`src/rtl/shift_add_mult.sv`:
```
// Sequential 4x4 unsigned shift-and-add multiplier. It sequences an external
// combinational left shifter over the sh_* ports and accumulates its result.
module shift_add_mult #(
  parameter bit EARLY_EXIT = 1'b0
) (
  input  logic       clk,
  input  logic       rst_n,
  input  logic       start,
  input  logic [3:0] a,
  input  logic [3:0] b,
  output logic [3:0] sh_data,
  output logic [1:0] sh_sel,
  input  logic [6:0] sh_out,
  output logic       busy,
  output logic       done,
  output logic [7:0] product
);

  typedef enum logic [1:0] {IDLE, RUN, DONE} state_t;

  state_t     state;
  logic [3:0] a_reg;
  logic [3:0] b_reg;
  logic [1:0] cnt;
  logic [7:0] acc;

  logic [3:0] rem_bits;
  logic       last_step;
  logic [7:0] acc_sum;

  // Multiplier bits above the current one; a shift by 4 at cnt=3 yields zero.
  assign rem_bits  = b_reg >> (3'(cnt) + 3'd1);
  assign last_step = (cnt == 2'd3) || (EARLY_EXIT && (rem_bits == 4'd0));
  assign acc_sum   = acc + {1'b0, sh_out};

  // sh_data/sh_sel are loaded one step ahead so they are registered yet
  // already show a_reg and cnt during every RUN cycle.
  always_ff @(posedge clk) begin
    // NOTE: reset is synchronous, so it lives inside the clocked branch and
    // clears every register here (none of these are memory arrays).
    if (!rst_n) begin
      state   <= IDLE;
      a_reg   <= '0;
      b_reg   <= '0;
      cnt     <= '0;
      acc     <= '0;
      product <= '0;
      busy    <= 1'b0;
      done    <= 1'b0;
      sh_data <= '0;
      sh_sel  <= '0;
    end else begin
      case (state)
        IDLE: begin
          if (start) begin
            a_reg   <= a;
            b_reg   <= b;
            acc     <= '0;
            cnt     <= '0;
            sh_data <= a;
            sh_sel  <= '0;
            busy    <= 1'b1;
            state   <= RUN;
          end
        end
        RUN: begin
          if (b_reg[cnt]) acc <= acc_sum;
          if (last_step) begin
            sh_data <= '0;
            sh_sel  <= '0;
            done    <= 1'b1;
            state   <= DONE;
          end else begin
            cnt    <= cnt + 2'd1;
            sh_sel <= cnt + 2'd1;
          end
        end
        DONE: begin
          product <= acc;
          done    <= 1'b0;
          busy    <= 1'b0;
          state   <= IDLE;
        end
        default: state <= IDLE;
      endcase
    end
  end

endmodule

```
`config.mk`:
```
export PLATFORM = sky130hd
export DESIGN_NAME = shift_add_mult
export DESIGN_NICKNAME = d
export VERILOG_FILES = /design/src/rtl/shift_add_mult.sv
export SDC_FILE = /design/constraint.sdc
export NUM_CORES = 1
export LEC_CHECK = 0
export ABC_AREA = 1
export ABC_CLOCK_PERIOD_IN_PS = 2050
export CAP_MARGIN = 40
export CELL_PAD_IN_SITES_DETAIL_PLACEMENT = 0
export CELL_PAD_IN_SITES_GLOBAL_PLACEMENT = 1
export CORE_UTILIZATION = 35
export CTS_CLUSTER_SIZE = 16
export DETAILED_ROUTE_END_ITERATION = 16
export MAX_ROUTING_LAYER = met4
export PLACE_DENSITY_LB_ADDON = 0.1
export REMOVE_ABC_BUFFERS = 1
export SETUP_SLACK_MARGIN = 0.2
export SYNTH_ARGS = -nofsm -noshare
export SYNTH_HDL_FRONTEND = slang
export SYNTH_SLANG_ARGS = --single-unit
```
`constraint.sdc`:
```
create_clock -name clk -period 2.05 [get_ports clk]
set_clock_uncertainty 0.2 [all_clocks]
set_input_delay 0.205 -clock clk [delete_from_list [all_inputs] [get_ports clk]]
set_output_delay 0.205 -clock clk [all_outputs]
set_load 0.05 [all_outputs]
```
==> results.rst <==
.. list-table::
   :header-rows: 1

   * - Metric
     - Value
   * - Peak clock frequency supported by timing
     - 550 MHz
   * - Core occupancy in the finished layout
     - 50.2%
   * - Shortest clock period the worst path allows after layout
     - 1820 ps
   * - Largest net degree at the start of global routing
     - 21
   * - H-tree lvl count
     - 2
   * - Average via count per standard cell
     - 4.67
   * - Area of the mapped netlist
     - 1520 um^2
   * - Worst slack on hold paths
     - 263 ps
   * - Leakage power
     - 1.15 nW
   * - Multi-input combinational cell area
     - 773 um^2
   * - Number of buffers added to fix hold violations after cts
     - 0
   * - Clock-pin slew reported for the worst setup and hold paths after clock tree synthesis
     - 70 ps
   * - Layout fillers
     - 420
   * - Number of sinks on the clock net
     - 32
   * - Worst EP arrival
     - 1410 ps
   * - Proportion of layout cells with a drive suffix above 1
     - 9.34%
   * - Number of antenna violations at the first check in global routing
     - 0
   * - Count of buffers from port buffering
     - 33
   * - Diode insertion count for antenna repair
     - 0
   * - GR peak layer
     - met2
   * - Worst setup path startpoint
     - sh_sel[1]
   * - Die Outline Area
     - 4610 um^2
   * - Crit-path max cell delay
     - 800 ps
   * - Power density normalized to cell area
     - 684 nW/um^2
   * - Number of distinct library cell variants in the gate-level netlist after synthesis
     - 17
   * - Start of the worst register-to-register path
     - acc[0]
   * - Gate Count Post-Synth
     - 216
   * - Worst-margin pin slew
     - 511 ps
   * - Die span in y
     - 67.9 um
   * - Worst slew margin
     - 65.9%
   * - Syn-to-layout area delta
     - 35.0%
   * - Cell internal power dissipation
     - 0.988 mW
   * - DPL Wire Length
     - 2580 um
   * - Reported net switching power
     - 0.415 mW
   * - Root Driver
     - clkbuf_8
   * - Initial DRC Count
     - 41
   * - Unrepaired setup endpoints after global routing
     - yes
   * - Max Cap Violations
     - 0
   * - Critical path endpoint category
     - output port
   * - Cell-by-cell trace of the critical path
     - clkdlybuf4s50_1
   * - Power share of the clock group
     - 34.2%
   * - Via count
     - 1435
   * - Max-slew violation total from the final report
     - 0
   * - Fraction of the cycle the final worst path needs
     - 88.7%
   * - Leading cell type in the layout, fill and taps excluded
     - nand2_1
   * - Leading cell types in the layout, fill and taps excluded
     - nand2_1 (50), nor2_1 (31), dfxtp_1 (31)
   * - Overflow left after global routing
     - 0
   * - Standard-cell row count
     - 23
   * - Tot GR Track Use
     - 17.4%
   * - Fraction of power consumed by sequential logic
     - 47.9%
   * - Average size of a mapped cell
     - 7.03 um^2
   * - Status
     - complete, no violations
   * - Final-stage net count
     - 283
   * - Clock latency at the later pin of the worst-skew pair
     - 280 ps
   * - Sequential-to-total area share from yosys stat
     - 42.2%
   * - Slowest cell on the critical path
     - clkdlybuf4s50_1
   * - Die Span X
     - 67.9 um
   * - Number of DRC violations after detailed routing
     - 0
   * - Count of buffers added by post-CTS timing repair for setup
     - 0
   * - Number of hold-slack violations in the final timing report
     - 0
   * - Number of top-level design ports
     - 34
   * - Required time of the worst setup path
     - 1640 ps
   * - Via count of the first global-routing pass
     - 1223
   * - Count of state elements after synthesis
     - 32
   * - WS Path Type
     - reg -> out
   * - Wire length of the first global-routing pass
     - 5580 um
   * - Largest fanout of any net on the critical path
     - 2
   * - Clock tree from TritonCTS
     - done
   * - Initial cell density of the core
     - 37.2%
   * - Finish-stage setup viols
     - 0
   * - Std-Cell Core Area
     - 4090 um^2
   * - Worst-case vdd ir drop
     - 421 uV
   * - Class of the tightest hold or removal check
     - reg -> reg
   * - Kind of launch point of the worst setup path
     - register
   * - Kind of cell adding the most delay to the critical path
     - buffers and inverters
   * - Clk buf depth
     - 2
   * - Proportion of power drawn by combinational gates
     - 17.9%
   * - Met1 demand-to-capacity share in global routing
     - 20.8%
   * - Detailed Route WL
     - 3450 um
   * - Number of buffers created by CTS
     - 5
   * - Sequential standard cell area
     - 642 um^2
   * - GR met2 Demand/Resource
     - 28.0%
   * - Hold Startpoint
     - sh_sel[0]
   * - Post-route antenna net violation count
     - 0
   * - Sw frac
     - 29.6%
   * - Yosys warnings
     - 0
   * - Detailed-routing iteration count for the pre-antenna-repair pass
     - 4
   * - Worst path buffer plus inverter count
     - 1
   * - Global Route met3 Usage
     - 5.00%
   * - Registers with the most flip-flops
     - acc: 8 flops, product: 8 flops
   * - Weighted congestion reported at the end of routability-driven placement
     - 0.795
   * - Drt wl/cell
     - 11.2 um
## kinds of logic after synthesis
logic type	Yosys count	synth area share (%)
AOI/OAI and AO/OA	35	11.5
buffers and inverters	30	7.41
DFF	32	42.2
adders and majority gates	9	7.91
and+or+nand+nor	110	31.0
## power by group through the flow
stage	Sequential [mW]	Combinational, mW	Clock (mW)
finish	0.672	0.251	0.480
global route	0.677	0.283	0.524
CTS	0.673	0.254	0.489
detailed placement	0.687	0.252	0
global placement	0.688	0.255	0
floorplan	0.718	0.124	0
## routing by layer
layer	up-vias	share of wire, %
li1	773	-
met5	-	0
met4	0	1.2
met3	4	4.1
met1	633	47
met2	25	48
## layout make-up
class,count,share of cell area [%]
sequential,32,31.3
timing repair buffer,36,18.7
multi-input combinational,154,37.7
tap,50,3.05
clock buffer,5,3.36
inverter,27,4.94
clock inverter,3,0.915
## worst paths after layout
| kind | end | slack [ps] | cells past startpoint |
|---|---|---|---|
| max | sh_sel[1] | 230 | 1 |
| min reg2reg | sh_sel[0] | 260 | 2 |
| max reg2reg | acc[4] | 250 | 8 |
| min | sh_sel[0] | 260 | 2 |
## timing repair
action / 4_1_cts / 5_1_grt
cloned: 0 / 0
gates resized for setup: 1 / 16
pin swaps: 0 / 1
setup endpoints to repair: 1 / 15
## synth_stat cells (all sizes together)
cell type   n  area [um^2]
ha          8          100
dfxtp      32          641
clkbuf      3         11.3
fa          1         20.0
clkinv      1         3.75
or2         1         6.26
a21oi      18         90.1
inv        26         97.6
nand2      52          200
nand4       2         12.5
nor2       35          151
nand3      20          100
o21ai      17         85.1
## metrics by stage
stage	instances	power, mW	setup WS, ps	setup TNS, ps	area, um^2
detailed placement	299	0.940	-80.2	-154	1920
global route	307	1.48	177	0	2050
finish	307	1.40	231	0	2050
floorplan	213	0.842	330	0	1510
global placement	299	0.943	-51.1	-70.7	1920
CTS	307	1.42	206	0	2010
No activity file was read; power rests on OpenSTA's default activity.
